File: config.mk
export PLATFORM = sky130hd
export DESIGN_NAME = tristate_bus_arbiter_flat
export DESIGN_NICKNAME = d
export VERILOG_FILES = /design/src/rtl/bus_arb_pkg.sv /design/src/rtl/tristate_bus_arbiter_if.sv /design/src/rtl/rr_priority_picker.sv /design/src/rtl/tristate_bus_arbiter.sv /design/src/flat_wrapper.sv
export SDC_FILE = /design/constraint.sdc
export NUM_CORES = 1
export LEC_CHECK = 0
export BUFFER_PORTS_ARGS = -buffer_cell sky130_fd_sc_hd__buf_2
export CORE_MARGIN = 2
export CORE_UTILIZATION = 61
export DETAILED_ROUTE_END_ITERATION = 7
export GPL_ROUTABILITY_DRIVEN = 0
export PLACE_DENSITY_LB_ADDON = 0.2
export SLEW_MARGIN = 20
export SYNTH_ARGS = -nofsm -noshare
export SYNTH_HDL_FRONTEND = slang
export SYNTH_SLANG_ARGS = --single-unit
File: constraint.sdc
create_clock -name clock -period 6.2 [get_ports clock]
set_clock_uncertainty 0.05 [all_clocks]
set_input_delay 0.31 -clock clock [delete_from_list [all_inputs] [get_ports clock]]
set_output_delay 0.31 -clock clock [all_outputs]
set_load 0.01 [all_outputs]
File: src/rtl/bus_arb_pkg.sv
// Shared types, default parameters and pointer helper for the tristate bus arbiter.
// Latency: n/a (declarations only).
// Backpressure: n/a.
package bus_arb_pkg;

   localparam int DEF_N_REQ       = 4;
   localparam int DEF_MAX_HOLD    = 4;
   localparam int DEF_TURN_CYCLES = 1;

   typedef enum logic [1:0] {
      IDLE  = 2'd0,
      SETUP = 2'd1,
      OWN   = 2'd2,
      TURN  = 2'd3
   } arb_state_t;

   // Distance of candidate c after pointer last, walking upward with wrap:
   // last+1 -> 0, last+2 -> 1, ..., last -> n-1. Never produces an index >= n.
   function automatic int dist_from_ptr(input int c, input int last, input int n);
      int d;
      d = c - last - 1;
      if (d < 0) begin
         d = d + n;
      end
      return d;
   endfunction

endpackage

File: src/rtl/tristate_bus_arbiter_if.sv
// Request/release and grant/enable signals between bus masters and the arbiter.
// Latency: n/a (wiring only).
// Backpressure: masters hold req until served; grant/bus_en tell them when to drive.
interface tristate_bus_arbiter_if
   import bus_arb_pkg::*;
#(
   parameter int N_REQ = DEF_N_REQ
) ();
   localparam int ID_W = $clog2(N_REQ);

   logic [N_REQ-1:0] req;
   logic [N_REQ-1:0] done;
   logic [N_REQ-1:0] grant;
   logic [N_REQ-1:0] bus_en;
   logic [ID_W-1:0]  owner_id;
   logic             busy;

   // Arbiter side.
   modport master (
      input  req,
      input  done,
      output grant,
      output bus_en,
      output owner_id,
      output busy
   );

   // Requester side.
   modport slave (
      output req,
      output done,
      input  grant,
      input  bus_en,
      input  owner_id,
      input  busy
   );
endinterface

File: src/rtl/rr_priority_picker.sv
// Round-robin pick: first set request strictly after the last pointer, with wrap.
// Latency: purely combinational.
// Backpressure: none; o_vld low when no request is set.
module rr_priority_picker
   import bus_arb_pkg::*;
#(
   parameter int N_REQ = DEF_N_REQ,
   parameter int ID_W  = $clog2(N_REQ)
) (
   input  logic [N_REQ-1:0] i_req,
   input  logic [ID_W-1:0]  i_last,
   output logic             o_vld,
   output logic [ID_W-1:0]  o_winner
);

   int w_best;
   int w_dist;

   // Choose the requester with the smallest wrap distance from the pointer.
   always_comb begin
      o_vld    = 1'b0;
      o_winner = '0;
      w_best   = N_REQ;
      w_dist   = 0;
      for (int c = 0; c < N_REQ; c++) begin
         w_dist = dist_from_ptr(c, int'(i_last), N_REQ);
         if (i_req[c] && (w_dist < w_best)) begin
            w_best   = w_dist;
            o_vld    = 1'b1;
            o_winner = ID_W'(c);
         end
      end
   end

endmodule

File: src/rtl/tristate_bus_arbiter.sv
// Grants one tristate-bus owner at a time: SETUP cycle, bounded OWN tenure, TURN gap.
// Latency: req -> grant after 1 edge, bus_en after 2 edges; outputs are state decodes.
// Backpressure: losers keep req high; owner leaves via done, dropping req or hold limit.
module tristate_bus_arbiter
   import bus_arb_pkg::*;
#(
   parameter int N_REQ       = DEF_N_REQ,
   parameter int MAX_HOLD    = DEF_MAX_HOLD,
   parameter int TURN_CYCLES = DEF_TURN_CYCLES
) (
   input logic                   clock,
   input logic                   reset,
   tristate_bus_arbiter_if.master arb_bus
);

   localparam int ID_W   = $clog2(N_REQ);
   localparam int HOLD_W = $clog2(MAX_HOLD + 1);
   localparam int TURN_W = $clog2(TURN_CYCLES + 1);

   localparam logic [HOLD_W-1:0] HOLD_LAST = HOLD_W'(MAX_HOLD - 1);
   localparam logic [TURN_W-1:0] TURN_LAST = TURN_W'(TURN_CYCLES - 1);
   localparam logic [ID_W-1:0]   PTR_INIT  = ID_W'(N_REQ - 1);

   arb_state_t        r_state;
   arb_state_t        w_next;
   logic [ID_W-1:0]   r_owner;
   logic [ID_W-1:0]   r_last;
   logic [HOLD_W-1:0] r_hold;
   logic [TURN_W-1:0] r_turn;

   logic              w_pick_vld;
   logic [ID_W-1:0]   w_pick_id;
   logic [N_REQ-1:0]  w_owner_oh;

   rr_priority_picker #(
      .N_REQ (N_REQ),
      .ID_W  (ID_W)
   ) u_picker (
      .i_req    (arb_bus.req),
      .i_last   (r_last),
      .o_vld    (w_pick_vld),
      .o_winner (w_pick_id)
   );

   // State register; reset drops straight to IDLE so enables fall immediately.
   always_ff @(posedge clock or posedge reset) begin
      if (reset) begin
         r_state <= IDLE;
      end else begin
         r_state <= w_next;
      end
   end

   // Next-state decision; done/req are only looked at for the current owner.
   always_comb begin
      w_next = r_state;
      case (r_state)
         IDLE: begin
            if (w_pick_vld) begin
               w_next = SETUP;
            end
         end
         SETUP: begin
            w_next = OWN;
         end
         OWN: begin
            if (arb_bus.done[r_owner] || !arb_bus.req[r_owner] || (r_hold == HOLD_LAST)) begin
               w_next = TURN;
            end
         end
         TURN: begin
            if (r_turn == TURN_LAST) begin
               w_next = IDLE;
            end
         end
         default: begin
            w_next = IDLE;
         end
      endcase
   end

   // Latch the winner and advance the round-robin pointer when leaving IDLE.
   always_ff @(posedge clock or posedge reset) begin
      if (reset) begin
         r_owner <= '0;
         r_last  <= PTR_INIT;
      end else if ((r_state == IDLE) && w_pick_vld) begin
         r_owner <= w_pick_id;
         r_last  <= w_pick_id;
      end
   end

   // Tenure and turnaround counters; each only advances while staying in its state.
   always_ff @(posedge clock or posedge reset) begin
      if (reset) begin
         r_hold <= '0;
         r_turn <= '0;
      end else begin
         case (r_state)
            SETUP: begin
               r_hold <= '0;
            end
            OWN: begin
               r_turn <= '0;
               if (w_next == OWN) begin
                  r_hold <= r_hold + 1'b1;
               end
            end
            TURN: begin
               if (w_next == TURN) begin
                  r_turn <= r_turn + 1'b1;
               end
            end
            default: begin
               r_hold <= r_hold;
            end
         endcase
      end
   end

   assign w_owner_oh = {{(N_REQ-1){1'b0}}, 1'b1} << r_owner;

   assign arb_bus.grant    = ((r_state == SETUP) || (r_state == OWN)) ? w_owner_oh : '0;
   assign arb_bus.bus_en   = (r_state == OWN) ? w_owner_oh : '0;
   assign arb_bus.owner_id = r_owner;
   assign arb_bus.busy     = (r_state != IDLE);

endmodule
File: src/flat_wrapper.sv
// flat-port wrapper written by rule: the top's interface ports become plain ports
module tristate_bus_arbiter_flat import bus_arb_pkg::*;
#(
   parameter int N_REQ       = DEF_N_REQ,
   parameter int MAX_HOLD    = DEF_MAX_HOLD,
   parameter int TURN_CYCLES = DEF_TURN_CYCLES
)
  (clock, reset, arb_bus_req, arb_bus_done, arb_bus_grant, arb_bus_bus_en, arb_bus_owner_id, arb_bus_busy);
  tristate_bus_arbiter_if #(.N_REQ(N_REQ)) arb_bus_i ();
  input logic clock;
  input logic reset;
  input wire logic [$bits(arb_bus_i.req)-1:0] arb_bus_req;
  input wire logic [$bits(arb_bus_i.done)-1:0] arb_bus_done;
  output wire logic [$bits(arb_bus_i.grant)-1:0] arb_bus_grant;
  output wire logic [$bits(arb_bus_i.bus_en)-1:0] arb_bus_bus_en;
  output wire logic [$bits(arb_bus_i.owner_id)-1:0] arb_bus_owner_id;
  output wire logic [$bits(arb_bus_i.busy)-1:0] arb_bus_busy;
  assign arb_bus_i.req = arb_bus_req;
  assign arb_bus_i.done = arb_bus_done;
  assign arb_bus_grant = arb_bus_i.grant;
  assign arb_bus_bus_en = arb_bus_i.bus_en;
  assign arb_bus_owner_id = arb_bus_i.owner_id;
  assign arb_bus_busy = arb_bus_i.busy;
  tristate_bus_arbiter #(.N_REQ(N_REQ), .MAX_HOLD(MAX_HOLD), .TURN_CYCLES(TURN_CYCLES)) u_core (.clock(clock), .reset(reset), .arb_bus(arb_bus_i));
endmodule
**After elaboration in Yosys (flattened, before gate mapping)**

Cells that the tools add are included.

- Add/sub/neg operators: 14
- Magnitude comparators: 9
- Equal/unequal tests: 8
- Shifts and indexed selects: 1
- Muxes and demuxes: 28
- Reductions and logical operators: 15

Operators by type and width:

| cell | count |
|---|---|
| $mux W32 | 7 |
| $lt A32 B32 Y1 | 3 |
| $add A32 B4 Y32 const B | 1 |
| $lt A32 B1 Y1 const B | 1 |
| $lt A32 B4 Y1 const B | 1 |
| $sub A32 B2 Y32 const B | 1 |
| $add A4 B4 Y5 const B | 3 |
| $lt A4 B1 Y1 const B | 3 |
| $sub A3 B2 Y4 const B | 3 |
| $mux W2 | 5 |
| $eq A2 B2 Y1 const B | 4 |
| $mux W1 | 8 |
| $mux W4 | 2 |
| $pmux W2 S4 | 1 |
| $pmux W3 S2 | 1 |
| $reduce_bool A2 Y1 | 3 |
| $sub A1 B2 Y3 const A | 2 |
| $sub A2 B2 Y3 const A | 2 |
| $logic_and A1 B1 Y1 | 5 |
| $bmux W1 S2 | 2 |
| $ne A2 B1 Y1 const B | 2 |
| $reduce_and A2 Y1 | 2 |
| $shl A1 B2 Y4 const A | 1 |
| $add A3 B1 Y3 const B | 1 |
| 9 further kinds | 11 |

- Register bits: 10
- Input port bits: 10
- Output and inout port bits: 11
- Word-level logic and storage cells: 80

**Logic depth before layout (Yosys ltp)**

Gate-level depths: netlist (run 1).

- Depth after elaboration: 21
- Gate-level depth with buffers: 22
- Depth with buffers taken out: 22

**Hierarchy**

Synthesis (run 1) repeated with hierarchy kept, for this count alone.

- Cells, all modules: 114
- Area, all modules: 1,023.5 um^2

By module, submodules not included:

| module | instances | cells each | area an instance (um^2) | seq. area each (um^2) |
|---|---|---|---|---|
| tristate_bus_arbiter | 1 | 71 | 698.2 | 252.7 |
| rr_priority_picker | 1 | 43 | 325.3 | 0.0 |

**Worst setup path before layout (run 1)**

OpenSTA, ideal clock, no wires.

- Path kind: register to register
- Start: register u_core.r_last[0]
- End: register u_core.r_state[0]
- Library setup time: 0.124 ns
- Arrival time: 5.341 ns
- Required time: 6.026 ns
- Setup slack: 0.685 ns
- Stages on the path, launching flop included: 20
- Path buffers: 1
- Period minus slack after synthesis: 5.515 ns
- Cells stage by stage: dfstp_2 clkbuf_1 inv_1 ha_1 xor2_1 ha_1 ha_1 a21oi_1 o21ai_1 a2111oi_0 o211ai_2 a41oi_4 mux2_2 ha_1 a21o_1 a31oi_1 nor4b_2 a21boi_2 or2_4 o31a_1

- Cells in the longest elaborated chain, start to end: 18
- Elaborated cells on any way between the ends: 37
- Classes of those cells: 12 x add/sub; 8 x order compare; 13 x mux; 4 x reduce/logical

RTL lines:

| element | RTL line | source |
|---|---|---|
| from (decl) | tristate_bus_arbiter.sv:27 | `logic [ID_W-1:0] r_last;` |
| from (signal assigned) | tristate_bus_arbiter.sv:89 | `r_last <= w_pick_id;` |
| $sub A1 B2 Y3 | bus_arb_pkg.sv:21 | `d = c - last - 1;` |
| $sub A32 B2 Y32 | bus_arb_pkg.sv:21 |  |
| $add A32 B4 Y32 / $lt A32 B1 Y1 (equally long branches) | bus_arb_pkg.sv:23, bus_arb_pkg.sv:22 |  |
| $mux W32 | bus_arb_pkg.sv:22 | `if (d < 0) begin` |
| $lt A32 B4 Y1 | rr_priority_picker.sv:27 | `if (i_req[c] && (w_dist < w_best)) begin` |
| $logic_and A1 B1 Y1 | rr_priority_picker.sv:27 |  |
| $mux W32 | rr_priority_picker.sv:27 |  |
| $lt A32 B32 Y1 | rr_priority_picker.sv:27 |  |
| [3 not listed] | n/a |  |
| $logic_and A1 B1 Y1 | rr_priority_picker.sv:27 |  |
| $mux W32 | rr_priority_picker.sv:27 |  |
| $lt A32 B32 Y1 | rr_priority_picker.sv:27 |  |
| $logic_and A1 B1 Y1 | rr_priority_picker.sv:27 |  |
| $mux W1 * | rr_priority_picker.sv:27 |  |
| $mux W2 * | tristate_bus_arbiter.sv:59 | `if (w_pick_vld) begin` |
| $pmux W2 S4 * | tristate_bus_arbiter.sv:57 | `case (r_state)` |
| named net u_core.w_next[0] | tristate_bus_arbiter.sv:25 | `arb_state_t w_next;` |
| to (signal assigned) | tristate_bus_arbiter.sv:50 | `r_state <= w_next;` |
| to (decl) | tristate_bus_arbiter.sv:24 | `arb_state_t r_state;` |

Mark *: on every way through the listed nets, which the timed path passes. The rest lies on a longest branch.
A chain may end at the register's enable or synchronous reset.

**Worst setup path after layout (run 1)**

- Start: register u_core.r_last[0]
- End: register u_core.r_last[0]

- Cells in the longest elaborated chain, start to end: 17
- Elaborated cells on any way between the ends: 39
- Classes of those cells: 12 x add/sub; 8 x order compare; 14 x mux; 5 x reduce/logical

RTL lines:

| element | RTL line | source |
|---|---|---|
| $sub A1 B2 Y3 | bus_arb_pkg.sv:21 |  |
| $sub A32 B2 Y32 | bus_arb_pkg.sv:21 |  |
| $add A32 B4 Y32 / $lt A32 B1 Y1 (equally long branches) | bus_arb_pkg.sv:23, bus_arb_pkg.sv:22 |  |
| $mux W32 | bus_arb_pkg.sv:22 |  |
| $lt A32 B4 Y1 | rr_priority_picker.sv:27 |  |
| $logic_and A1 B1 Y1 | rr_priority_picker.sv:27 |  |
| $mux W32 | rr_priority_picker.sv:27 |  |
| $lt A32 B32 Y1 | rr_priority_picker.sv:27 |  |
| $logic_and A1 B1 Y1 | rr_priority_picker.sv:27 |  |
| $mux W32 | rr_priority_picker.sv:27 |  |
| $lt A32 B32 Y1 | rr_priority_picker.sv:27 |  |
| $logic_and A1 B1 Y1 | rr_priority_picker.sv:27 |  |
| $mux W32 | rr_priority_picker.sv:27 |  |
| $lt A32 B32 Y1 | rr_priority_picker.sv:27 |  |
| $logic_and A1 B1 Y1 | rr_priority_picker.sv:27 |  |
| $mux W1 | rr_priority_picker.sv:27 |  |
| $logic_and A1 B1 Y1 | tristate_bus_arbiter.sv:87 | `end else if ((r_state == IDLE) && w_pick_vld) begin` |

Several ways; a longest one is shown, not always the timed one.

==> results of run 1 <==
-- power breakdown --
group          internal [mW]  total, mW  switching [mW]
logic                  0.490       1.16           0.674
registers              0.103      0.155          0.0524
clock network         0.0358     0.0612          0.0254
-- logic make-up after synthesis --
family	Yosys count
AOI/OAI and AO/OA	76
xor gates and xnor gates	2
adders and majority gates	51
buffers and inverters	32
DFF	10
muxes	4
other	2
and+or+nand+nor	79
-- layer usage --
metal / vias to the layer above / track usage [%] / wire (µm)
met5: - / 0 / 0
met4: 0 / 5.83 / 69
met3: 8 / 4.86 / 151
met2: 41 / 45.4 / 2310
met1: 963 / 32.7 / 2170
li1: 1024 / - / -
-- layout make-up --
cell class / count / share of cell area, %
tap: 46 / 2.40
inverter: 25 / 3.91
clock buffer: 4 / 1.51
sequential: 10 / 10.5
multi-input combinational: 243 / 76.7
timing repair buffer: 22 / 4.90
-- cell usage in the layout (no fill, tap or decap), types with 3 or more instances in the layout --
cell / count
nor3_1: 7
inv_1: 25
clkbuf_4: 3
o21ai_1: 3
ha_1: 51
dfrtp_1: 8
and3_1: 3
nor3b_1: 5
nor2_1: 14
nand3b_1: 6
a211oi_1: 4
o211ai_1: 7
buf_2: 20
nand4_1: 5
a21o_1: 4
a311oi_1: 4
a22oi_1: 3
o2111ai_1: 3
nand2_1: 25
a21oi_1: 12
nand3_1: 3
o21ai_0: 9
conb_1: 31
-- cells in the mapped netlist, types with 5 or more instances --
cell type,number
dfrtp_1,8
ha_1,51
o211ai_1,7
inv_1,25
nor3_1,7
o21ai_0,9
nor3b_1,5
clkbuf_1,6
nor2_1,14
nand4_1,5
a21oi_1,12
nand3b_1,6
nand2_1,25
-- what timing repair did --
action | 4_1_cts | 5_1_grt
endpoints found under the hold margin | 8 | 0
resized for setup | 0 | 0
hold buffers | 1 | 0
-- sequential cells by signal (all words and copies together), names as in the netlist --
register and flops:
u_core.r_hold 3, u_core.arb_bus.owner_id 2, u_core.r_last 2, u_core.r_state 2, u_core.r_turn 1
-- worst max-delay path, delay by kind of cell (launching register included) --
family | cells | cell delay [ps]
AOI/OAI and AO/OA | 10 | 2480
adders and majority gates | 4 | 1050
DFF | 1 | 610
buffers and inverters | 3 | 460
muxes | 1 | 370
and+or+nand+nor | 1 | 370
xor gates and xnor gates | 1 | 190
-- final timing paths --
check                                             endpoint  slack [ps]  depth (start not counted)
worst max-delay path                      u_core.r_last[0]         520                         20
worst min-delay path                      u_core.r_last[0]         340                          3
worst max register to register            u_core.r_last[0]         520                         20
worst min register to register               u_core.r_turn         430                          1
max in group asynchronous                 u_core.r_last[0]        5230                          3
min in group asynchronous       u_core.arb_bus.owner_id[1]         550                          3
-- metrics by stage --
step | area [µm²] | hold WS [ps]
floorplan | 2220 | 98.7
global placement | 2350 | 252
detailed placement | 2350 | 263
CTS | 2400 | 323
global route | 2400 | 334
finish | 2400 | 338
==> impl_metrics.py, run 1 <==
metrics = {
    "layout": {
        "seq_area_um2": 253,
        "syn2layout_area_growth_pct": 13.6,
        "antenna_cells": 0,
        "drive_gt1_share_pct": 13.2,
        "multiInputGateArea_um2": 1840,
        "fill_cells": 277,
        "final_core_util_pct": 71.9,
        "nets": 366,
        "stdcell_count": 350,
    },
    "setup_path": {
        "crit_path_end_kind": "flop",
        "crit_start": "u_core.r_last[0]",
        "cp-start-kind": "flop",
        "arrival_ps": 5820,
        "critical_path.max_stage_delay_ps": 620,
        "critical_path_class": "reg2reg",
        "slowest_stage": "a2111oi_0",
        "cp_max_fo": 13,
        "timing.critical_path.mode_cell": "ha_1",
        "reg2reg_from": "u_core.r_last[0]",
        "cp_data_required_time_ps": 6340,
        "crit_chain": "inv_1, ha_1, xor2_1, inv_1, ha_1, buf_4, ha_1, a21oi_1, o21ai_1, a2111oi_0, o211ai_2, a41oi_4, mux2_2, ha_1, a21o_1, a31oi_1, nor4b_2, a21boi_2, o311a_1, a22oi_1",
    },
    "power": {
        "vdd_drop_max_mv": 0.264,
        "p_leak_nw": 1.16,
        "p_per_area_nw_per_um2": 575,
        "total_power_mw": 1.38,
    },
    "logic_synthesis": {
        "synth.top_cell.area_share_pct": 30.2,
        "synthArstFlopShare_pct": 100,
        "synthAdderAreaFrac_pct": 30.2,
        "synthSimpleGateAreaFrac_pct": 19.8,
        "synth_top_family_by_area": "adder cells",
        "synthMuxAreaShare_pct": 2.01,
        "syn_avg_cell_area_um2": 8.25,
        "ys_warn_count": 0,
        "syn_area_um2": 2110,
        "synth_compound_area_share_pct": 28.7,
        "ys_ff_latch": 10,
        "synth_cells": 256,
        "synth_edf_count": 0,
        "synthXorXnorAreaFrac_pct": 0.829,
        "synthTopCellsByArea": "ha_1 30%, dfrtp_1 9.5%, inv_1 4.4%",
        "synth_cell_type_count": 59,
        "synth.yosys.seq_area_share_pct": 12.0,
        "yosys_most_used_dff": "dfrtp_1",
        "post-synth-top-area-cell": "ha_1",
    },
    "place": {
        "dp_cells": 345,
        "port_buffers": 20,
        "dp_hpwl_um": 3780,
        "dp_slack_ps": 567,
    },
    "timing": {
        "rsz0062_at_grt": "no",
        "fmax_mhz": 176,
        "setup_viol": 0,
        "layout_setup_ws_ps": 520,
        "fin_crit_ps": 5680,
        "hold_violations": 0,
        "drv_slew": 0,
        "period_share_pct": 91.6,
        "relSlewSlack_pct": 54.0,
        "tightest_slew_ps": 673,
        "fin_tns_setup_ps": 0,
    },
    "global_route": {
        "antenna_found_initial": 0,
        "grt_pass1_wl_um": 8340,
        "track_usage_pct": 25.9,
        "grt_max_degree": 14,
        "gr-total-overflow": 0,
        "grt_pass1_vias": 1890,
    },
    "drt": {
        "antenna_left": 0,
        "route.detailed.wl_per_inst_um": 13.4,
        "drc_errors": 0,
        "routed_wl_um": 4690,
        "drtIter0Drc": 140,
        "avgViaCountPerCell": 5.82,
        "dr.pass1.iters": 4,
        "vias": 2036,
    },
    "floorplanning": {
        "die_h_um": 62.8,
        "io_pins": 21,
        "initial_core_util_pct": 63.3,
        "die-area_um2": 3950,
        "placementRows": 21,
        "core_area_um2": 3340,
        "die_w_um": 62.8,
    },
    "min_path": {
        "min_path_type": "in2reg",
        "hold_path.startpoint": "arb_bus_req[3]",
    },
    "clock_network": {
        "cts_setup_buffers": 0,
        "clk_pin_slew_worst_paths_ps": 70,
        "clock_latency_ps": 280,
        "cts_tree": "yes",
        "cts_sinks": 10,
        "clk_path_buf_depth": 2,
        "cts_root_buffer": "clkbuf_4",
        "htree_levels": 1,
        "cts-buffers-inserted": 3,
    },
    "flow_run": {
        "cap_violations": 0,
    },
    "status": {
        "status": "finished clean",
    },
}
(Power assumes the default switching activity.)
==> run 2: changes to the inputs <==
- CORE_UTILIZATION: 61 -> 35
- RECOVER_POWER: not set -> 50
==> impl_metrics.py, run 2 (synthesis results as in run 1) <==
metrics = {
    "timing": {
        "relSlewSlack_pct": 48.4,
        "drv_slew": 0,
        "hold_violations": 1,
        "setup_viol": 0,
        "tightest_slew_ps": 754,
        "fin_crit_ps": 5730,
        "holdWs_ps": -0.445,
        "fin_tns_setup_ps": 0,
        "period_share_pct": 92.4,
        "rsz0062_at_grt": "no",
        "fmax_mhz": 175,
    },
    "clock_network": {
        "cts-resized-gates": 0,
        "clk_pin_slew_worst_paths_ps": 50,
        "clk_path_buf_depth": 2,
        "htree_levels": 1,
        "cts_setup_buffers": 0,
        "cts_tree": "yes",
        "clock_latency_ps": 230,
        "cts-buffers-inserted": 3,
        "cts_root_buffer": "clkbuf_8",
        "cts_hold_buf": 0,
        "cts_sinks": 10,
    },
    "layout": {
        "antenna_cells": 0,
        "largest_reg_flops": 3,
        "layout_common_cells": "51 x ha_1, 31 x conb_1, 25 x inv_1, 25 x nand2_1, 15 x buf_2",
        "nets": 366,
        "final_common_cell": "ha_1",
        "drive_gt1_share_pct": 11.6,
        "syn2layout_area_growth_pct": 15.1,
        "regMostFlops": "u_core.r_hold",
    },
    "power": {
        "p_leak_nw": 1.14,
        "p_per_area_nw_per_um2": 576,
        "vdd_drop_max_mv": 0.265,
    },
    "global_route": {
        "gr-total-overflow": 0,
        "antenna_found_initial": 0,
        "track_usage_pct": 15.4,
        "grt_pass1_wl_um": 8250,
        "grt_pass1_vias": 1830,
        "grt_max_degree": 14,
    },
    "floorplanning": {
        "initial_core_util_pct": 35.9,
        "die_w_um": 81.7,
        "io_pins": 21,
        "core_area_um2": 5890,
        "placementRows": 28,
        "die-area_um2": 6670,
        "die_h_um": 81.7,
    },
    "setup_path": {
        "slowest_stage": "a2111oi_0",
        "timing.critical_path.mode_cell": "ha_1",
        "critical_path.max_stage_delay_ps": 720,
        "cp-start-kind": "flop",
        "arrival_ps": 5790,
        "cp_max_fo": 13,
        "cp_data_required_time_ps": 6260,
        "crit_chain": "inv_1, ha_1, xor2_1, ha_1, ha_1, a21oi_1, o21ai_1, a2111oi_0, o211ai_2, a41oi_4, mux2_2, ha_1, a21o_1, a31oi_1, nor4b_2, a21boi_2, or2_4, o31a_1",
        "critical_path_class": "reg2reg",
        "crit_path_end_kind": "flop",
    },
    "status": {
        "violations": "hold timing",
        "status": "finished with violations",
    },
    "drt": {
        "dr.pass1.iters": 4,
        "drtIter0Drc": 110,
        "drc_errors": 0,
        "routed_wl_um": 4900,
        "vias": 1991,
        "antenna_left": 0,
        "avgViaCountPerCell": 5.27,
        "route.detailed.wl_per_inst_um": 12.9,
    },
    "min_path": {
        "min_path_type": "in2async",
    },
    "place": {
        "dp_hpwl_um": 4050,
        "port_buffers": 20,
    },
    "flow_run": {
        "cap_violations": 0,
    },
}
[run 2: cell type report]
| cell class | instances | area [µm²] |
|---|---|---|
| Clock buffer | 3 | 41.3 |
| Multi-Input combinational cell | 243 | 1840 |
| Tap cell | 75 | 93.8 |
| Sequential cell | 10 | 253 |
| Inverter | 25 | 93.8 |
| Timing Repair Buffer | 22 | 109 |
| Fill cell | 612 | 3450 |
[run 2: routing by layer]
metal / global-route usage [%] / up-vias / wire length, µm
li1: - / 1020 / -
met4: 4.50 / 0 / 80
met1: 20.4 / 930 / 2380
met2: 26.9 / 35 / 2320
met3: 1.21 / 6 / 116
met5: 0 / - / 0
[run 2: where the power goes]
part	internal (mW)	total, mW	leakage, nW	switching, mW
combinational	0.495	1.17	1.00	0.677
clock	0.0424	0.0662	0.0216	0.0238
sequential	0.103	0.161	0.119	0.0582
total	0.640	1.40	1.14	0.760
[run 2: critical path, delay by kind of cell (launching register included)]
| family | cells | cell delay (ps) |
|---|---|---|
| AOI/OAI and AO/OA | 9 | 2230 |
| xor gates and xnor gates | 1 | 190 |
| adders and majority gates | 4 | 1370 |
| buffers and inverters | 1 | 140 |
| DFF | 1 | 600 |
| muxes | 1 | 380 |
| and+or+nand+nor | 2 | 650 |
[run 2: final timing paths]
path                                  start                    endpoint  slack, ps  depth (start not counted)
max                        u_core.r_last[0]           u_core.r_state[0]        470                         18
min                                   reset  u_core.arb_bus.owner_id[1]       -0.4                          2
max reg2reg                u_core.r_last[0]           u_core.r_state[0]        470                         18
min reg2reg                   u_core.r_turn               u_core.r_turn        420                          1
max in group asynchronous             reset            u_core.r_last[0]       5780                          2
min in group clock           arb_bus_req[3]            u_core.r_last[0]        390                          3
[run 2: through the flow]
step | power (mW) | util [%] | instances | cell area [µm²] | worst slack [ps]
floorplan | 1.07 | - | 285 | 2220 | 685
global placement | 1.32 | 40.7 | 375 | 2400 | 608
detailed placement | 1.33 | 40.7 | 375 | 2400 | 519
CTS | 1.40 | 41.4 | 378 | 2440 | 491
global route | 1.59 | 41.3 | 378 | 2430 | 45.3
finish | 1.40 | 41.3 | 378 | 2430 | 470
